<file path="config.mk">
export PLATFORM = sky130hd
export DESIGN_NAME = cdc_handshake_arbiter
export DESIGN_NICKNAME = d
export VERILOG_FILES = /design/src/rtl/cdc_handshake_arbiter.sv
export SDC_FILE = /design/constraint.sdc
export NUM_CORES = 1
export LEC_CHECK = 0
export ABC_AREA = 1
export BUFFER_PORTS_ARGS = -buffer_cell sky130_fd_sc_hd__buf_2
export CORE_UTILIZATION = 56
export CTS_BUF_LIST = sky130_fd_sc_hd__clkbuf_16
export DETAILED_ROUTE_END_ITERATION = 16
export GPL_ROUTABILITY_DRIVEN = 0
export PLACE_DENSITY = 0.82
export SYNTH_ARGS = -nofsm -noshare
export SYNTH_HDL_FRONTEND = slang
export SYNTH_SLANG_ARGS = --single-unit
</file>
<file path="constraint.sdc">
create_clock -name clk -period 3.9 [get_ports clk]
set_input_delay 0.975 -clock clk [delete_from_list [all_inputs] [get_ports clk]]
set_output_delay 0.975 -clock clk [all_outputs]
set_load 0.01 [all_outputs]
</file>
<file path="src/rtl/cdc_handshake_arbiter.sv">
// rtl/cdc_handshake_arbiter.sv - round-robin arbiter sharing one four-phase req/ack crossing
// Source-domain side of a shared req/ack crossing: picks a requester, holds its
// id/payload on the crossing bus, sequences the four-phase handshake from the
// synchronized ack and reports completion or a per-phase timeout.
module cdc_handshake_arbiter #(
  parameter int N_REQ      = 4,
  parameter int DATA_WIDTH = 8,
  parameter int TIMEOUT    = 255,
  parameter int ID_WIDTH   = $clog2(N_REQ)
) (
  input  logic                          clk,
  input  logic                          rst_n,
  input  logic [N_REQ-1:0]              req_valid,
  input  logic [N_REQ*DATA_WIDTH-1:0]   req_data,
  output logic [N_REQ-1:0]              req_ready,
  output logic                          xfer_req,
  output logic [ID_WIDTH-1:0]           xfer_id,
  output logic [DATA_WIDTH-1:0]         xfer_data,
  input  logic                          xfer_ack_sync,
  output logic                          busy,
  output logic                          done,
  output logic                          timeout_err,
  output logic [ID_WIDTH-1:0]           evt_id
);

  localparam int CNT_W = (TIMEOUT > 0) ? $clog2(TIMEOUT + 1) : 1;
  localparam logic [CNT_W-1:0] TMO_VAL = CNT_W'(TIMEOUT);
  localparam int IDX_W = ID_WIDTH + 1;
  localparam logic [IDX_W-1:0] N_EXT = IDX_W'(N_REQ);
  localparam logic [ID_WIDTH-1:0] LAST_ID = ID_WIDTH'(N_REQ - 1);

  typedef enum logic [1:0] {
    S_IDLE    = 2'd0,
    S_REQ     = 2'd1,
    S_RELEASE = 2'd2
  } state_t;

  state_t               state;
  state_t               state_nxt;
  logic [ID_WIDTH-1:0]  rr_ptr;
  logic [ID_WIDTH-1:0]  grant_id;
  logic [ID_WIDTH-1:0]  ptr_nxt;
  logic                 grant_found;
  logic [IDX_W-1:0]     cand;
  logic                 accept;
  logic                 aborted;
  logic [CNT_W-1:0]     phase_cnt;
  logic                 tmo_hit;
  logic                 done_set;
  logic                 tmo_set;

  // Round-robin search: first valid requester at or after the pointer, wrapping.
  always_comb begin
    grant_found = 1'b0;
    grant_id    = '0;
    cand        = '0;
    for (int i = 0; i < N_REQ; i++) begin
      cand = {1'b0, rr_ptr} + IDX_W'(i);
      if (cand >= N_EXT) cand = cand - N_EXT;
      if (!grant_found && req_valid[cand[ID_WIDTH-1:0]]) begin
        grant_found = 1'b1;
        grant_id    = cand[ID_WIDTH-1:0];
      end
    end
  end

  // A stale ack in IDLE blocks acceptance; reset also masks the ready strobe.
  assign accept  = rst_n && (state == S_IDLE) && !xfer_ack_sync && grant_found;
  assign ptr_nxt = (grant_id == LAST_ID) ? '0 : grant_id + 1'b1;
  assign tmo_hit = (TIMEOUT != 0) && (phase_cnt == TMO_VAL);

  // One-hot acceptance strobe toward the winning requester.
  always_comb begin
    req_ready = '0;
    if (accept) req_ready[grant_id] = 1'b1;
  end

  // State register.
  always_ff @(posedge clk or negedge rst_n) begin
    if (!rst_n) state <= S_IDLE;
    else        state <= state_nxt;
  end

  // Next-state logic: ack level drives the handshake, timeout forces progress.
  always_comb begin
    state_nxt = state;
    case (state)
      S_IDLE:    if (accept) state_nxt = S_REQ;
      S_REQ:     if (xfer_ack_sync || tmo_hit) state_nxt = S_RELEASE;
      S_RELEASE: if (!xfer_ack_sync || tmo_hit) state_nxt = S_IDLE;
      default:   state_nxt = S_IDLE;
    endcase
  end

  // Output decode: busy level plus the completion/timeout events for next cycle.
  always_comb begin
    busy     = (state != S_IDLE);
    done_set = (state == S_RELEASE) && !xfer_ack_sync && !aborted;
    tmo_set  = tmo_hit && (((state == S_REQ) && !xfer_ack_sync) ||
                           ((state == S_RELEASE) && xfer_ack_sync));
  end

  // Crossing bus: req follows the next state so it leaves a flop glitch-free.
  always_ff @(posedge clk or negedge rst_n) begin
    if (!rst_n) begin
      xfer_req  <= 1'b0;
      xfer_id   <= '0;
      xfer_data <= '0;
      rr_ptr    <= '0;
    end else begin
      xfer_req <= (state_nxt == S_REQ);
      if (accept) begin
        xfer_id   <= grant_id;
        xfer_data <= req_data[grant_id*DATA_WIDTH +: DATA_WIDTH];
        rr_ptr    <= ptr_nxt;
      end
    end
  end

  // Phase counter: cleared on every state change, saturates at the timeout value.
  always_ff @(posedge clk or negedge rst_n) begin
    if (!rst_n) begin
      phase_cnt <= '0;
    end else if (state_nxt != state) begin
      phase_cnt <= '0;
    end else if (phase_cnt != TMO_VAL) begin
      phase_cnt <= phase_cnt + 1'b1;
    end
  end

  // Aborted flag: a REQ timeout suppresses the later done; cleared leaving RELEASE.
  always_ff @(posedge clk or negedge rst_n) begin
    if (!rst_n) begin
      aborted <= 1'b0;
    end else if ((state == S_REQ) && tmo_set) begin
      aborted <= 1'b1;
    end else if ((state == S_RELEASE) && (state_nxt != S_RELEASE)) begin
      aborted <= 1'b0;
    end
  end

  // Event pulses with the id of the transfer they qualify.
  always_ff @(posedge clk or negedge rst_n) begin
    if (!rst_n) begin
      done        <= 1'b0;
      timeout_err <= 1'b0;
      evt_id      <= '0;
    end else begin
      done        <= done_set;
      timeout_err <= tmo_set;
      if (done_set || tmo_set) evt_id <= xfer_id;
    end
  end

endmodule

</file>
==> summary.txt, run 1 <==
Cells and area
  – Multi-input logic area: ~1100 um^2
  – Final nets: approximately 380
  – # fillers: roughly 280
  – Antenna cells: 0
  – Storage element area: between 700 and 800 um^2
  – Core Util, Final: a little under three quarters
  – Fraction of layout cells with a size suffix above 1: a little under a third
  – Area Growth Syn to Fin: 20.9%

Floorplan
  – Core area: between 3000 and 4000 um^2
  – Row count: 21
  – I/O pins: 59
  – Chip height: ~62 um
  – Initial core utilization: approximately three fifths
  – Die X: 62.0 um
  – Die area: 3840 um^2

Clock network
  – Post-CTS resize count: 0
  – CTS tree: yes
  – CTS Buf Count: 3
  – H-tree lvl count: 1
  – Clk root buf: clkbuf_16
  – # hold bufs at CTS: 0
  – Postcts setup bufs: 0
  – CTS Sinks: 28
  – Clock Latency Late Sink: ~0.26 ns
  – Clock slew seen by the registers of the worst setup and hold paths: 0.07 ns
  – Longest Clk Path Bufs: 2

Synth
  – Most common cell in the netlist: nand2_1
  – Synth top area share: between 30% and 40%
  – Number of synthesized register bits: 28
  – Seq/Total Area, Yosys: a little over a third
  – Avg Inst Size Synth: 7.27 um^2
  – Count of cell types in the netlist: 35
  – Post-synth EDFFs: 0
  – Cells after Synth: between 200 and 300
  – Yosys warning count: 0
  – Cell Area, Synth: 2010 um^2
  – Primary FF master, synth: dfrtp_1
  – Post-synth top cells: nand2_1, inv_1, nand3_1, dfrtp_1, nor2_1
  – Synth async-reset ratio: 100%
  – Main area contributors after synthesis: dfrtp_1, nand2_1, inv_1
  – Synthesized Nets: between 300 and 400
  – Yosys top cell by area: dfrtp_1

Global routing
  – GRT Total Usage: ~24%
  – Global-route wire length before repair: between 6 and 7 mm
  – Vias in the first global route: 1,676
  – Largest net degree at the start of global routing: 30
  – GR Overflow Total: 0
  – Antenna violations before repair: 0

Timing
  – Setup Skew: 0.000968 ns
  – Fmax: about 0.28 GHz
  – Setup TNS: 0 ns
  – Relative slew margins: 70.3%
  – Period utilization: 91.8%
  – RSZ-0062 raised after global routing: no
  – Slew Viols, Final: 0
  – Tmin final: ~3.6 ns
  – Final setup fails: 0
  – Worst Tran Pin Value: 0.446 ns
  – Final-report hold violation count: 0

Power and ir drop
  – Pwr/cell area: between 800 and 900 nW/um^2
  – VDD IR max: about 0.56 mV
  – Pleak: ~1.4 nW

Critical path
  – R2R setup slack: ~1.6 ns
  – Crit path to: req_ready[3]
  – CP required: about 2.9 ns
  – FF-to-FF End: rr_ptr[0]
  – Crit Path Max Fanout: 29
  – Setup crit start: req_valid[2]
  – Critical Path End Type: output pin
  – Critical path arrival: between 2 and 3 ns
  – Worst r2r src: rr_ptr[0]
  – R2R depth: 11
  – Critical path class: primary input to output pin
  – Crit path launch type: primary input

Run status
  – Status: finished clean

Drt
  – Drt wl/cell: 11.0 um
  – Drt via density: 4.96
  – DRT Wirelength: about 4.2 mm
  – DRC errors left: 0
  – Routed Antenna Nets: 0
  – DR vias: around 1,900
  – Initial DRT Pass Iterations: 4
  – Iteration-0 DRC Markers: 49

Min path
  – Hold WC Path Type: flop to flop

Place
  – Detailed Place HPWL: approximately 3.2 mm
  – I/O Buffers: 58

Run
  – # Max-Cap Violations: 0
per-stage QoR:
stage	power (mW)	hold WS [ns]	cell area (um^2)	setup WS, ns	cells
after floorplan	1.45	0.489	2010	0.669	277
after global placement	1.64	0.460	2330	0.362	378
after detailed placement	1.67	0.464	2330	0.327	378
after CTS	1.99	0.483	2430	0.321	382
after global routing	2.16	0.521	2430	0.131	382
final	1.97	0.479	2430	0.318	382
layer usage:
layer / routed length, um / global-route usage (%)
met5: 0 / 0
met4: 0 / 7.30
met3: 186 / 3.11
met2: 2040 / 41.8
met1: 1970 / 31.3
cells in the final DEF (no fill, tap or decap):
cell	netlist	layout
nand2_1	76	76
buf_2	1	58
inv_1	46	46
nand3_1	33	33
dfrtp_1	28	28
nor2_1	13	13
nand2_2	11	11
nor2_2	11	11
o21ai_0	7	7
or2_1	5	5
ha_1	5	5
nand2_4	4	4
nand4_1	4	4
o211ai_1	4	4
nor3_1	3	3
clkbuf_16	0	3
inv_2	2	2
nand3_2	2	2
o21ai_2	2	2
xor2_1	2	2
nor2_8	1	1
nand3_4	1	1
a21oi_1	1	1
nor2_4	1	1
a21oi_2	1	1
nand3b_4	1	1
a31oi_1	1	1
o21bai_1	1	1
inv_6	1	1
nand3b_1	1	1
o22ai_1	1	1
o21ai_4	1	1
xnor2_1	1	1
nor4_1	1	1
o21a_1	1	1
bufinv_16	0	1
buf_4	0	1
area by class of cell:
class / instances / share of cell area (%)
Inverter: 49 / 7.76
Tap cell: 46 / 2.36
Timing Repair Buffer: 59 / 12.2
Clock buffer: 3 / 3.08
Clock inverter: 1 / 1.23
Multi-Input combinational cell: 196 / 44.6
Sequential cell: 28 / 28.8
cell families (layout without fill, tap and decap cells):
kind of cell    Yosys count  count (layout)  synth area share, %
compound gates           20              20                 6.96
xor+xnor                  3               3                 1.31
fa+ha+maj                 5               5                 3.11
buf+inv                  53             112                 11.3
flops                    28              28                 34.8
simple gates            168             168                 42.5
registers in the layout, indices dropped and copies added, names as in the netlist:
name	cells
done	1
state	2
rr_ptr	2
xfer_id	2
timeout_err	1
phase_cnt	8
xfer_req	1
xfer_data	8
aborted	1
evt_id	2
worst min path at each step:
stage	start	end	slack, ns	cells past startpoint
after floorplan	aborted	aborted	0.49	2
after global placement	xfer_data[2]	xfer_data[2]	0.46	2
after detailed placement	xfer_data[2]	xfer_data[2]	0.46	2
after CTS	xfer_data[2]	xfer_data[2]	0.48	2
after global routing	xfer_data[6]	xfer_data[6]	0.52	2
final	xfer_data[2]	xfer_data[2]	0.48	2
worst max-delay path, stage by stage:
cell and delay (ns):
buf_2 0.10, inv_1 0.08, nand2_1 0.08, nand3_2 0.09, nand2_2 0.11, a21oi_1 0.18, nand2_2 0.15, nand2_4 0.28
inv_1 0.10, ha_1 0.22, inv_1 0.05, nor2_1 0.04, buf_2 0.14
where the power goes:
group,leakage [nW],total [mW],switching (mW),internal (mW)
Combinational,0.982,1.19,0.775,0.415
Sequential,0.363,0.480,0.0890,0.391
Clock,0.0511,0.303,0.0988,0.204
Total,1.40,1.97,0.963,1.01
Note: power is estimated with default switching activity, not from simulation.
==> run 2: changes to the inputs <==
--- a/config.mk
+++ b/config.mk
@@ -8,7 +8,7 @@
 export ABC_AREA = 1
 export BUFFER_PORTS_ARGS = -buffer_cell sky130_fd_sc_hd__buf_2
 export CORE_UTILIZATION = 56
-export CTS_BUF_LIST = sky130_fd_sc_hd__clkbuf_16
+export CTS_BUF_LIST = sky130_fd_sc_hd__clkbuf_8 sky130_fd_sc_hd__clkbuf_16
 export DETAILED_ROUTE_END_ITERATION = 16
 export GPL_ROUTABILITY_DRIVEN = 0
 export PLACE_DENSITY = 0.82
==> run 2 against run 1 <==
Setup slack improved by 0.00055 ns. Clock-buffer cell count unchanged. Register-to-register slack about the same. Design area decreased by 1.4%. Power decreased by 4.0%. Flip-flop and latch count unchanged. Core utilization decreased by 1.0 points. Clock skew increased by 0.0017 ns. Non-clock buffer count unchanged. Largest cell class unchanged.
==> summary.txt, run 2 (synthesis results as in run 1) <==
Run
  – # Max-Cap Violations: 0 (unchanged)

Timing
  – Slew Viols, Final: 0 (unchanged)
  – Worst Tran Pin Value: 0.440 ns (-0.00609 ns)
  – Final-report hold violation count: 0 (unchanged)
  – RSZ-0062 raised after global routing: no
  – Setup Skew: 0.00267 ns (+0.00171 ns)
  – Relative slew margins: 70.7% (+0.41 points)
  – Final setup fails: 0 (unchanged)
  – Setup TNS: 0 ns (unchanged)
  – Tmin final: 3.58 ns (-0.000554 ns)
  – Final worst slack: 0.318 ns (+0.000554 ns)
  – Fmax: 0.279 GHz (about the same)
  – Period utilization: 91.8% (about the same)

Clock network
  – CTS Sinks: 28 (unchanged)
  – # hold bufs at CTS: 0 (unchanged)
  – CTS tree: yes
  – Clock slew seen by the registers of the worst setup and hold paths: 0.10 ns (+0.03 ns)
  – Post-CTS resize count: 0 (unchanged)
  – H-tree lvl count: 1 (unchanged)
  – Clock Latency Late Sink: 0.27 ns (about the same)
  – Longest Clk Path Bufs: 2 (unchanged)
  – CTS Buf Count: 3 (unchanged)
  – Postcts setup bufs: 0 (unchanged)
  – Clk root buf: clkbuf_8

Global routing
  – Vias in the first global route: 1,635 (-2.4%)
  – GR Overflow Total: 0 (unchanged)
  – GRT Total Usage: 23.6% (-0.47 points)
  – Global-route wire length before repair: 6.76 mm (-2.6%)
  – Antenna violations before repair: 0 (unchanged)
  – Largest net degree at the start of global routing: 30 (unchanged)

Power and ir drop
  – VDD IR max: 0.509 mV (-9.1%)
  – Pleak: 1.38 nW (-1.1%)
  – Pwr/cell area: 789 nW/um^2 (-2.7%)

Critical path
  – Critical Path End Type: output pin
  – CP Buf/Inv Count: 5 (unchanged)
  – Crit Path Max Fanout: 29 (unchanged)
  – CP required: 2.92 ns (about the same)
  – Critical path class: primary input to output pin
  – Slowest-stage cell, CP: nand2_4
  – Crit path launch type: primary input
  – Crit path top cell by count: inv_1
  – Largest delay share family, worst path: simple AND/OR/NAND/NOR gates
  – Highest cell delay on the worst timing path: 0.28 ns (about the same)
  – Worst-path cell chain: buf_2, inv_1, nand2_1, nand3_2, nand2_2, a21oi_1, nand2_2, nand2_4, inv_1, ha_1, inv_1, nor2_1, buf_2
  – Critical path arrival: 2.61 ns (about the same)

Cells and area
  – Multi-input logic area: 1080 um^2 (unchanged)
  – Final instance area: 2400 um^2 (-1.4%)
  – Final nets: 381 (unchanged)
  – Commonest cells after routing, fill and taps aside: nand2_1, buf_2, inv_1, nand3_1, dfrtp_1
  – Area Growth Syn to Fin: 19.3%
  – Finished Layout Cells: 382 (unchanged)
  – Storage element area: 701 um^2 (unchanged)
  – Fraction of layout cells with a size suffix above 1: 30.4% (unchanged)
  – Commonest non-fill, non-tap cell in the layout: nand2_1
  – # fillers: 296 (+4.2%)
  – Antenna cells: 0 (unchanged)
  – Core Util, Final: 70.8% (-1.0 points)
  – Biggest regs: phase_cnt: 8 flops, xfer_data: 8 flops

Min path
  – Hold WC Path Type: flop to flop

Drt
  – DR WL met3: 221 um (+19%)
  – Highest routed metal layer: met4
  – Iteration-0 DRC Markers: 58 (+18%)
  – DR vias: 1,880 (-0.69%)
  – Initial DRT Pass Iterations: 4 (unchanged)
  – Drt wl/cell: 10.8 um (-1.7%)
  – DRC errors left: 0 (unchanged)
  – DR WL met2: 1.99 mm (-2.6%)
  – DRT Wirelength: 4.13 mm (-1.7%)
  – Routed Antenna Nets: 0 (unchanged)
  – Drt via density: 4.92 (-0.69%)
  – Met1 wire length: 1.89 mm (-4.2%)

Floorplan
  – Initial core utilization: 59.4% (unchanged)
  – Die area: 3840 um^2 (unchanged)
  – I/O pins: 59 (unchanged)
  – Die X: 62.0 um (unchanged)
  – Core area: 3390 um^2 (unchanged)
  – Row count: 21 (unchanged)
  – Chip height: 62.0 um (unchanged)

Run status
  – Status: finished clean

Place
  – Dpl ws: 0.327 ns (unchanged)
  – Detailed Place HPWL: 3.17 mm (unchanged)
  – I/O Buffers: 58 (unchanged)
  – Post-DP Area: 2330 um^2 (unchanged)
  – Placed cell count: 378 (unchanged)
==> run 2: stage by stage <==
step	power, mW	hold slack, ns
2_1_floorplan	1.45	0.489
3_3_place_gp	1.64	0.460
3_5_place_dp	1.67	0.464
4_1_cts	1.91	0.490
5_1_grt	2.08	0.529
6_report	1.89	0.485
==> run 2: power breakdown <==
| part | internal (mW) | switching (mW) | leakage (nW) |
|---|---|---|---|
| Clock | 0.137 | 0.0918 | 0.0357 |
| Sequential | 0.391 | 0.0868 | 0.363 |
| Combinational | 0.415 | 0.773 | 0.982 |
| Total | 0.943 | 0.952 | 1.38 |
==> run 2: metal layers <==
metal	track usage [%]	vias up
li1	-	979
met1	31.2	833
met2	40.4	66
met3	3.11	2
met4	6.98	0
met5	0	-
==> run 2: final timing paths <==
check,startpoint,end,slack [ns],cells past startpoint
setup / recovery,req_valid[2],req_ready[1],0.32,13
hold / removal,xfer_data[2],xfer_data[2],0.49,2
setup reg to reg,rr_ptr[0],rr_ptr[0],1.58,11
hold reg to reg,xfer_data[2],xfer_data[2],0.49,2
max in group asynchronous,rst_n,xfer_data[3],2.93,2
min in group asynchronous,rst_n,timeout_err,0.71,2
==> run 2: worst min-delay path: cells and delay by family (launching register included) <==
family,cells,cell delay [ns]
flip-flops,1,0.35
AND/OR/NAND/NOR,2,0.11
==> run 2: final cells by class <==
cell class	instances	share of cell area (%)
multi-input combinational	196	45.2
clock inverter	1	1.25
timing repair buffer	59	12.4
sequential	28	29.2
inverter	49	7.87
tap	46	2.40
clock buffer	3	1.72
==> run 3: changes to the inputs <==
--- a/config.mk
+++ b/config.mk
@@ -12,6 +12,7 @@
 export DETAILED_ROUTE_END_ITERATION = 16
 export GPL_ROUTABILITY_DRIVEN = 0
 export PLACE_DENSITY = 0.82
+export REMOVE_ABC_BUFFERS = 1
 export SYNTH_ARGS = -nofsm -noshare
 export SYNTH_HDL_FRONTEND = slang
 export SYNTH_SLANG_ARGS = --single-unit
==> run 3 against run 2 <==
Worst hold slack improved by 0.0055 ns. Fmax fell by 1.0%. Cell count rose by 0.26%. Core utilization rose by 0.22 points. Clock skew rose by 0.0011 ns. Sequential share of layout area fell by 0.091 points. Sequential power fell by 1%. Via count rose by 0.48%. Global-route usage fell by 0.61 points. Largest power group unchanged. Largest cell class unchanged. Critical path depth rose by 1. Power rose by 1.4%. Non-clock buffer count rose by 1.
==> summary.txt, run 3 (synthesis results as in run 1) <==
Place
  – I/O Buffers: 58 (unchanged)
  – Dpl ws: 0.316 ns (-0.0112 ns)
  – Detailed Place HPWL: 3.20 mm (+0.99%)

Global routing
  – GR Overflow Total: 0 (unchanged)
  – Global-route wire length before repair: 6.51 mm (-3.7%)
  – Largest net degree at the start of global routing: 30 (unchanged)
  – Vias in the first global route: 1,607 (-1.7%)
  – GRT Total Usage: 23.0% (-0.61 points)
  – Antenna violations before repair: 0 (unchanged)

Cells and area
  – Final nets: 382 (+0.26%)
  – Fraction of layout cells with a size suffix above 1: 30.6% (+0.21 points)
  – # fillers: 283 (-4.4%)
  – Commonest non-fill, non-tap cell in the layout: nand2_1
  – Commonest cells after routing, fill and taps aside: nand2_1, buf_2, inv_1, nand3_1, dfrtp_1
  – Antenna cells: 0 (unchanged)
  – Area Growth Syn to Fin: 19.6%
  – Core Util, Final: 71.1% (+0.22 points)
  – Biggest regs: phase_cnt: 8 flops, xfer_data: 8 flops

Power and ir drop
  – Pwr/cell area: 798 nW/um^2 (+1.1%)
  – VDD IR max: 0.643 mV (+26%)
  – Pleak: 1.39 nW (+0.33%)
  – PnR Total Power: 1.92 mW (+1.4%)

Timing
  – Final setup fails: 0 (unchanged)
  – Hold_ws: 0.491 ns (+0.00549 ns)
  – Worst Tran Pin Value: 0.426 ns (-0.0140 ns)
  – Fmax: 0.276 GHz (-1.0%)
  – Slew Viols, Final: 0 (unchanged)
  – Tmin final: 3.62 ns (+0.0379 ns)
  – Final-report hold violation count: 0 (unchanged)
  – Final worst slack: 0.281 ns (-0.0379 ns)
  – Period utilization: 92.8% (+0.97 points)
  – RSZ-0062 raised after global routing: no
  – Setup Skew: 0.00374 ns (+0.00106 ns)
  – Relative slew margins: 71.6% (+0.93 points)
  – Setup TNS: 0 ns (unchanged)

Clock network
  – Postcts setup bufs: 0 (unchanged)
  – H-tree lvl count: 1 (unchanged)
  – Clock Latency Late Sink: 0.28 ns (about the same)
  – CTS tree: yes
  – CTS Buf Count: 3 (unchanged)
  – Post-CTS resize count: 0 (unchanged)
  – # hold bufs at CTS: 0 (unchanged)
  – Clock slew seen by the registers of the worst setup and hold paths: 0.10 ns (about the same)
  – CTS Sinks: 28 (unchanged)
  – Clk root buf: clkbuf_8
  – Longest Clk Path Bufs: 2 (unchanged)

Floorplan
  – Die area: 3840 um^2 (unchanged)
  – Initial core utilization: 59.4% (unchanged)
  – Die X: 62.0 um (unchanged)
  – Chip height: 62.0 um (unchanged)
  – Row count: 21 (unchanged)
  – Core area: 3390 um^2 (unchanged)
  – I/O pins: 59 (unchanged)

Drt
  – Routed Antenna Nets: 0 (unchanged)
  – DRT Wirelength: 4.21 mm (+1.9%)
  – Iteration-0 DRC Markers: 57 (-1.7%)
  – Drt wl/cell: 11.0 um (+1.6%)
  – Initial DRT Pass Iterations: 4 (unchanged)
  – DR vias: 1,889 (+0.48%)
  – Drt via density: 4.93 (+0.22%)
  – DRC errors left: 0 (unchanged)

Critical path
  – Crit Path Max Fanout: 29 (unchanged)
  – Crit path launch type: primary input
  – Critical path class: primary input to output pin
  – Critical Path End Type: output pin
  – Critical path arrival: 2.64 ns (+0.03 ns)
  – CP required: 2.92 ns (about the same)

Min path
  – Hold WC Path Type: flop to flop

Run status
  – Status: finished clean

Run
  – # Max-Cap Violations: 0 (unchanged)
==> run 3: changes by cell type in the layout (fill, tap and decap cells not counted) <==
cell,previous run,this run
buf_4,1,2
==> run 3: final cells by class <==
cell class              instances  area (um^2)  share of cell area (%)
repair buffers                 60          305                    12.7
clock inverters                 1         30.0                    1.25
multi-input cells             196         1080                    45.0
flip-flops and latches         28          701                    29.1
clock buffers                   3         41.3                    1.71
well taps                      46         57.6                    2.39
inverters                      49          189                    7.84
==> run 3: final timing paths <==
kind / start / end / slack [ns] / cells after the start
worst max-delay path: req_valid[1] / req_ready[3] / 0.28 / 14
worst max register to register: rr_ptr[0] / rr_ptr[1] / 1.61 / 12
min in group asynchronous: rst_n / evt_id[1] / 0.70 / 2
worst min register to register: xfer_data[7] / xfer_data[7] / 0.49 / 2
max in group asynchronous: rst_n / phase_cnt[4] / 2.93 / 2
worst min-delay path: xfer_data[7] / xfer_data[7] / 0.49 / 2
==> run 3: worst max-delay path, cell delays in order <==
cell	delay (ns)
buf_2	0.10
inv_1	0.07
nand2_2	0.06
nand3_1	0.10
nand2_1	0.09
inv_1	0.20
nand3_4	0.10
nand2_4	0.11
nand2_4	0.18
inv_1	0.14
ha_1	0.18
inv_1	0.05
nor2_1	0.13
buf_2	0.15
==> run 3: metrics by stage <==
stage	cells	instance area [um^2]
after floorplan	273	1970
after global placement	379	2340
after detailed placement	379	2340
after CTS	383	2410
after global routing	383	2410
final	383	2410
==> run 3: power breakdown <==
group          switching, mW  internal [mW]
Combinational          0.783          0.433
Sequential            0.0827          0.391
Clock                 0.0946          0.138
==> run 3: per-layer routing <==
layer / routed length [um] / vias to the layer above / global-route usage [%] / part of all wire (%)
met3: 225 / 5 / 2.90 / 5.3
met2: 1970 / 64 / 39.7 / 47
met4: 60 / 0 / 7.62 / 1.4
met1: 1960 / 838 / 29.8 / 46
met5: 0 / - / 0 / 0
li1: - / 982 / - / -
